--- src/rtl/seq_divider_if.sv ---
// Start/done handshake bundle between a requester and the sequential divider.
interface seq_divider_if #(
  parameter int WIDTH = 4
);
  logic             start;
  logic [WIDTH-1:0] dividend;
  logic [WIDTH-1:0] divisor;
  logic             busy;
  logic             done;
  logic [WIDTH-1:0] quotient;
  logic [WIDTH-1:0] remainder;
  logic             div_by_zero;

  modport master (
    output start, dividend, divisor,
    input  busy, done, quotient, remainder, div_by_zero
  );

  modport slave (
    input  start, dividend, divisor,
    output busy, done, quotient, remainder, div_by_zero
  );
endinterface

--- src/rtl/seq_divider.sv ---
// Unsigned restoring divider producing one quotient bit per clock.
// state  | meaning
// IDLE   | waiting for start; results held
// CALC   | restoring shift/subtract steps, WIDTH edges
// DONE   | one-cycle done pulse; results valid
module seq_divider #(
  parameter int WIDTH = 4
) (
  input  logic         clk,
  input  logic         rst,
  seq_divider_if.slave bus
);
  localparam int CW = $clog2(WIDTH + 1);

  typedef enum logic [1:0] {S_IDLE, S_CALC, S_DONE} state_t;

  state_t           state_q, state_d;
  logic [WIDTH:0]   a_q, a_d;
  logic [WIDTH-1:0] q_q, q_d;
  logic [WIDTH-1:0] d_q, d_d;
  logic [CW-1:0]    cnt_q, cnt_d;
  logic [WIDTH-1:0] quo_q, quo_d;
  logic [WIDTH-1:0] rem_q, rem_d;
  logic             dbz_q, dbz_d;
  logic             busy_q, busy_d;
  logic             done_q, done_d;
  logic [WIDTH:0]   a_sh;
  logic [WIDTH:0]   diff;

  always_comb begin
    state_d = state_q;
    a_d     = a_q;
    q_d     = q_q;
    d_d     = d_q;
    cnt_d   = cnt_q;
    quo_d   = quo_q;
    rem_d   = rem_q;
    dbz_d   = dbz_q;
    a_sh    = (a_q << 1) | {{WIDTH{1'b0}}, q_q[WIDTH-1]};
    diff    = a_sh - {1'b0, d_q};
    case (state_q)
      S_IDLE: begin
        if (bus.start) begin
          if (bus.divisor != '0) begin
            state_d = S_CALC;
            a_d     = '0;
            q_d     = bus.dividend;
            d_d     = bus.divisor;
            cnt_d   = CW'(WIDTH);
          end else begin
            state_d = S_DONE;
            quo_d   = '1;
            rem_d   = bus.dividend;
            dbz_d   = 1'b1;
          end
        end
      end
      S_CALC: begin
        // diff sign bit clear means the trial subtraction fits
        if (!diff[WIDTH]) begin
          a_d = diff;
          q_d = {q_q[WIDTH-2:0], 1'b1};
        end else begin
          a_d = a_sh;
          q_d = {q_q[WIDTH-2:0], 1'b0};
        end
        cnt_d = cnt_q - CW'(1);
        if (cnt_q == CW'(1)) begin
          state_d = S_DONE;
          quo_d   = q_d;
          rem_d   = a_d[WIDTH-1:0];
          dbz_d   = 1'b0;
        end
      end
      S_DONE:  state_d = S_IDLE;
      default: state_d = S_IDLE;
    endcase
    busy_d = (state_d != S_IDLE);
    done_d = (state_d == S_DONE);
  end

  always_ff @(posedge clk) begin
    if (rst) begin
      state_q <= S_IDLE;
      a_q     <= '0;
      q_q     <= '0;
      d_q     <= '0;
      cnt_q   <= '0;
      quo_q   <= '0;
      rem_q   <= '0;
      dbz_q   <= 1'b0;
      busy_q  <= 1'b0;
      done_q  <= 1'b0;
    end else begin
      state_q <= state_d;
      a_q     <= a_d;
      q_q     <= q_d;
      d_q     <= d_d;
      cnt_q   <= cnt_d;
      quo_q   <= quo_d;
      rem_q   <= rem_d;
      dbz_q   <= dbz_d;
      busy_q  <= busy_d;
      done_q  <= done_d;
    end
  end

  assign bus.busy        = busy_q;
  assign bus.done        = done_q;
  assign bus.quotient    = quo_q;
  assign bus.remainder   = rem_q;
  assign bus.div_by_zero = dbz_q;
endmodule
--- src/flat_wrapper.sv ---
// flat-port wrapper written by rule: the top's interface ports become plain ports
module seq_divider_flat 
#(
  parameter int WIDTH = 4
)
  (clk, rst, bus_start, bus_dividend, bus_divisor, bus_busy, bus_done, bus_quotient, bus_remainder, bus_div_by_zero);
  seq_divider_if #(.WIDTH(WIDTH)) bus_i ();
  input  logic clk;
  input  logic rst;
  input wire logic [$bits(bus_i.start)-1:0] bus_start;
  input wire logic [$bits(bus_i.dividend)-1:0] bus_dividend;
  input wire logic [$bits(bus_i.divisor)-1:0] bus_divisor;
  output wire logic [$bits(bus_i.busy)-1:0] bus_busy;
  output wire logic [$bits(bus_i.done)-1:0] bus_done;
  output wire logic [$bits(bus_i.quotient)-1:0] bus_quotient;
  output wire logic [$bits(bus_i.remainder)-1:0] bus_remainder;
  output wire logic [$bits(bus_i.div_by_zero)-1:0] bus_div_by_zero;
  assign bus_i.start = bus_start;
  assign bus_i.dividend = bus_dividend;
  assign bus_i.divisor = bus_divisor;
  assign bus_busy = bus_i.busy;
  assign bus_done = bus_i.done;
  assign bus_quotient = bus_i.quotient;
  assign bus_remainder = bus_i.remainder;
  assign bus_div_by_zero = bus_i.div_by_zero;
  seq_divider #(.WIDTH(WIDTH)) u_core (.clk(clk), .rst(rst), .bus(bus_i));
endmodule
--- config.mk ---
export PLATFORM = sky130hd
export DESIGN_NAME = seq_divider_flat
export DESIGN_NICKNAME = d
export VERILOG_FILES = /design/src/rtl/seq_divider_if.sv /design/src/rtl/seq_divider.sv /design/src/flat_wrapper.sv
export SDC_FILE = /design/constraint.sdc
export NUM_CORES = 1
export LEC_CHECK = 0
export CORE_ASPECT_RATIO = 1.5
export CORE_UTILIZATION = 45
export CTS_BUF_LIST = sky130_fd_sc_hd__clkbuf_16
export DETAILED_ROUTE_END_ITERATION = 8
export PLACE_DENSITY = 0.72
export SLEW_MARGIN = 15
export SYNTH_ARGS = -nofsm -noshare
export SYNTH_HDL_FRONTEND = slang
export SYNTH_SLANG_ARGS = --single-unit
--- constraint.sdc ---
create_clock -name clk -period 2.1 [get_ports clk]
set_input_delay 0.525 -clock clk [delete_from_list [all_inputs] [get_ports clk]]
set_output_delay 0.525 -clock clk [all_outputs]
set_load 0.01 [all_outputs]
After elaboration in Yosys (flattened, before gate mapping)
Cells that the tools add are included.
- latch bits: 0
- input port bits: 11
- word-level logic and storage cells: 54
- flip-flop bits (word level): 28
- ROM bits: 0
- output and inout bits: 11
- RAM bits: 0
- memories: 0
- reductions and logical operators: 7
- divide/modulo/power cells: 0
- multiplexer cells: 27
- $lt $le $gt $ge: 0
- shift-type cells: 0
- eq/ne operators: 7
- add/subtract/negate cells: 2
- $mul: 0
- bitwise logic cells: 1
- operators with widths (cell ; count):
    4-bit two-way mux ; 11
    4-bit one-hot mux with 2 select lines ; 4
    2-bit two-way mux ; 3
    3-bit two-way mux ; 2
    3-bit one-hot mux with 2 select lines ; 1
    3-bit AND reduction ; 2
    5-bit by 1-bit OR with 5-bit output ; 1
    5-bit by 4-bit subtractor with 5-bit output ; 1
    1-bit two-way mux ; 4
    2-bit by 1-bit != test with 1-bit output (second input constant) ; 2
    2-bit != test (second input constant) ; 2
    2-bit one-hot mux with 2 select lines ; 1
    4-bit AND reduction ; 1
    2-bit nonzero test ; 2
    4-bit nonzero test ; 1
    3-bit by 1-bit == test with 1-bit output (second input constant) ; 1
    3-bit by 1-bit subtractor with 3-bit output (second input constant) ; 1
    2-bit by 1-bit == test with 1-bit output (second input constant) ; 1
    2-bit == test (second input constant) ; 1
    2-bit zero test ; 1
    1-bit one-hot mux with 2 select lines ; 1

Longest topological paths before layout
Gate-level depths: netlist of run 1.
- depth in word-level cells: 5
- gate-level depth with buffers: 8
- gate-level depth less buffers: 8

Worst setup path before layout of run 1
No wires, ideal clock.
- kind: reg2reg
- start point: register u_core.q_q[3]
- end point: register u_core.rem_q[2] (netlist: u_core.bus.remainder[2])
- data required time: 2.009 ns
- buffers on the path: 0
- library setup time: 0.091 ns
- clock period less this slack: 2.238 ns
- slack: -0.138 ns
- data arrival time: 2.147 ns
- cell stages (with the launch flop): 9
- cells stage by stage: dfxtp_1 > inv_1 > ha_1 > fa_1 > nand2b_1 > a21oi_2 > xor2_2 > mux2_2 > a311oi_1
- longest elaborated chain between the ends: 5
- ends and longest elaborated chain (item ; RTL line ; source):
    from (decl) ; seq_divider.sv:19 ; logic [WIDTH-1:0] q_q, q_d;
    from (signal assigned) ; seq_divider.sv:97 ; q_q <= q_d;
    5-bit by 1-bit OR with 5-bit output ; seq_divider.sv:39 ; a_sh = (a_q << 1) | {{WIDTH{1'b0}}, q_q[WIDTH-1]};
    5-bit by 4-bit subtractor with 5-bit output ; seq_divider.sv:40 ; diff = a_sh - {1'b0, d_q};
    4-bit two-way mux ; seq_divider.sv:60 ; if (!diff[WIDTH]) begin
    4-bit two-way mux ; seq_divider.sv:68 ; if (cnt_q == CW'(1)) begin
    4-bit one-hot mux with 2 select lines ; seq_divider.sv:41 ; case (state_q)
    to (signal assigned) ; seq_divider.sv:101 ; rem_q <= rem_d;
    to (decl) ; seq_divider.sv:23 ; logic [WIDTH-1:0] rem_q, rem_d;
No other way between the ends. The select of a mux whose other input is x is not followed.
A chain may end at the register's enable or synchronous reset.

Worst setup path after layout of run 1
Same ends and word-level chain as after synthesis.

==> impl_metrics.toml, run 1 <==
[run_status]
status = "complete, but fails checks"
violations = "setup timing"

[worst_setup_path]
required_ns = 2.27
ff2ff_path_depth = 8
worstSetupPathType = "reg2reg"
rrSetupSlack_ns = -0.04
startpoint_type = "flip-flop"
arrival_ns = 2.31
worstSetupEndpointType = "flip-flop"
cp_max_fo = 6

[cells_and_area]
postLayoutCellArea_um2 = 1800
n_antenna_cell = 0
areaGrowthSynthToFinish_pct = 34.7
nFillCells = 223
fin_nets = 202
drive_above_1_share_pct = 20.8

[yosys]
ys_warn_count = 0
synth_edf_count = 0
synth_area_leaders = "dfxtp_1, nor2_1, ha_1, nand2_1, a311oi_1"
synth_area_um2 = 1340
synth_flop_cell = "dfxtp_1"
synth_cells = 150
synth.yosys.seq_area_share_pct = 41.9
synth_top_area_cell = "dfxtp_1"
ys_ff_latch = 28
synth.top_cell.area_share_pct = 41.9
async_reset_ff_share_pct = 0
avgSynthCellArea_um2 = 8.92
synth_fp_nets = 168
yosysUniqueCellTypes = 37

[power]
p_per_area_nw_per_um2 = 782
swShare_pct = 27.9
leakagePower_uw = 0.000696
p_clk_share_pct = 30.3
p_switching_uw = 394
combPwrFrac_pct = 26.3
intPower_uw = 1020
vdd_ir_drop_max_v = 0.000443
p_seq_share_pct = 43.4
design_power_total_uw = 1410

[sta]
finClkSkew_ns = 0.00211
fmax_ghz = 0.468
setup_viol = 1
tightest_slew_ns = 0.551
slew_viol_final = 0
slew_headroom_pct = 63.3
whs_ns = 0.465
finalWorstSetupSlack_ns = -0.0358
rsz0062_at_grt = "true"
period_share_pct = 102
hold_viol_final = 0
final.min_clock_period_ns = 2.14

[clocking]
cts_tree = "built"
path_clk_slew_ns = 0.06
cts_buffers = 3
cts_max_path_buffers = 2
cts_htree_levels = 1
cts_hold_buffers = 0
cts.sinks = 28
root_buffer = "clkbuf_16"
clk_latency_ns = 0.26

[detailed_routing]
first_iter_violations = 33
finalWirelength_um = 2990
via_per_inst = 5.37
drc = 0
firstDrtPassIters = 4
ant_nets = 0
num_vias = 1182
wire_per_inst_um = 13.6

[global_routing]
grt_max_degree = 16
grtUsageTotal_pct = 21.2
grt_pass1_vias = 1155
antenna_found_initial = 0
grt_pass1_wl_um = 5010
overflow = 0

[die]
rows = 23
pin_count = 22
floorplan.initialDensity_pct = 48.9
die-height_um = 68.8
core_um2 = 2730
die_w_um = 46.5
die_area_um2 = 3200

[placed_design]
place_area_um2 = 1670
portBuffers = 21
place.gp.congestion = 0.848
dpl.hpwl_um = 2260
pre_cts_slack_ns = -0.157

[worst_hold_path]
hp-class = "reg2reg"
hold_depth = 2

[run]
maxCapViolCount = 0
==> final timing paths <==
check                              startpoint                      end
worst min-delay path            u_core.d_q[2]            u_core.d_q[2]
worst max-delay path            u_core.q_q[3]  u_core.bus.remainder[2]
worst min register to register  u_core.d_q[2]            u_core.d_q[2]
worst max register to register  u_core.q_q[3]  u_core.bus.remainder[2]
==> layout by cell type (no fill, tap or decap), types with 2 or more instances in the layout <==
cell type and instances:
a311oi_1 5, clkbuf_16 3, buf_4 15, a211oi_1 6, a22oi_1 3, clkdlybuf4s50_1 21, nand2b_1 3, nor2b_1 2
ha_1 5, dfxtp_1 27, nand2_1 18, inv_1 6, a21oi_1 9, nand2b_4 2, nor2_1 30
==> cell type report <==
cell class | count | area [um2] | share of cell area (%)
clock buffers | 3 | 75.1 | 4.17
inverters | 7 | 26.3 | 1.46
clock inverters | 1 | 3.75 | 0.208
well taps | 37 | 46.3 | 2.57
multi-input cells | 108 | 766 | 42.5
repair buffers | 36 | 323 | 17.9
flip-flops and latches | 28 | 562 | 31.2
==> critical path, cell delays in order (launching register included) <==
cell      delay (ns)
dfxtp_2         0.34
inv_2           0.05
ha_4            0.16
fa_2            0.33
nand2b_4        0.16
a21oi_4         0.19
xor2_4          0.28
mux2_4          0.34
a311oi_2        0.19
==> through the flow <==
step | instances | utilization (%) | setup TNS (ns)
after floorplan | 150 | - | 0
after global placement | 213 | 61.0 | -0.962
after detailed placement | 213 | 61.0 | -1.86
after CTS | 217 | 64.4 | -0.0396
after global routing | 220 | 65.9 | -0.273
final | 220 | 65.9 | -0.0358
==> power by group through the flow <==
stage / clock, uW / sequential (uW) / combinational [uW]
2_1_floorplan: 0 / 619 / 227
3_3_place_gp: 0 / 618 / 329
3_5_place_dp: 0 / 620 / 341
4_1_cts: 435 / 611 / 343
5_1_grt: 457 / 616 / 406
6_report: 427 / 612 / 371
==> synthesized netlist by cell type (2+ instances only) <==
| cell type | instances |
|---|---|
| a211oi_1 | 6 |
| a21oi_1 | 9 |
| a21oi_2 | 2 |
| a22oi_1 | 3 |
| a311oi_1 | 6 |
| buf_2 | 2 |
| clkbuf_1 | 3 |
| dfxtp_1 | 28 |
| ha_1 | 6 |
| inv_1 | 7 |
| mux2i_1 | 2 |
| nand2_1 | 18 |
| nand2b_1 | 4 |
| nor2_1 | 30 |
| nor2b_1 | 2 |
==> kinds of logic (layout without fill, tap and decap cells) <==
kind of cell | Yosys count | in the layout | synth area share [%]
buf+inv | 14 | 47 | 5.61
xor+xnor | 2 | 2 | 1.87
compound gates | 33 | 33 | 18.5
fa+ha+maj | 7 | 7 | 7.11
flops | 28 | 28 | 41.9
mux | 3 | 3 | 2.34
simple gates | 63 | 63 | 22.6
==> per-layer routing <==
layer,GRT usage [%],up-vias,wire length [um]
met5,0,-,0
met4,7.35,0,25
met3,1.82,4,72
met2,38.9,24,1620
met1,24.7,575,1270
li1,-,579,-
==> state kept, by name, summed over array words and instances (netlist names), 2 cells and up <==
register and cells:
u_core.state_q 2, u_core.d_q 4, u_core.bus.remainder 4, u_core.bus.quotient 4, u_core.q_q 4, u_core.cnt_q 3
u_core.a_q 4
==> what timing repair did <==
action	CTS	global route
gates resized for setup	4	4
pin swaps	2	2
setup buffers	0	3
endpoints found under the hold margin	0	0
setup endpoints to repair	8	8
Note: power is estimated with default switching activity, not from simulation.
==> inputs of run 2 (changes only) <==
SLEW_MARGIN = 20   (was 15)
==> results of run 2 <==
No change in the layout: final DEF, timing and power equal those of run 1.
==> inputs of run 3 (changes only) <==
SLEW_MARGIN = unset   (was 20)
==> results of run 3 <==
No change in the layout: final DEF, timing and power equal those of run 1.
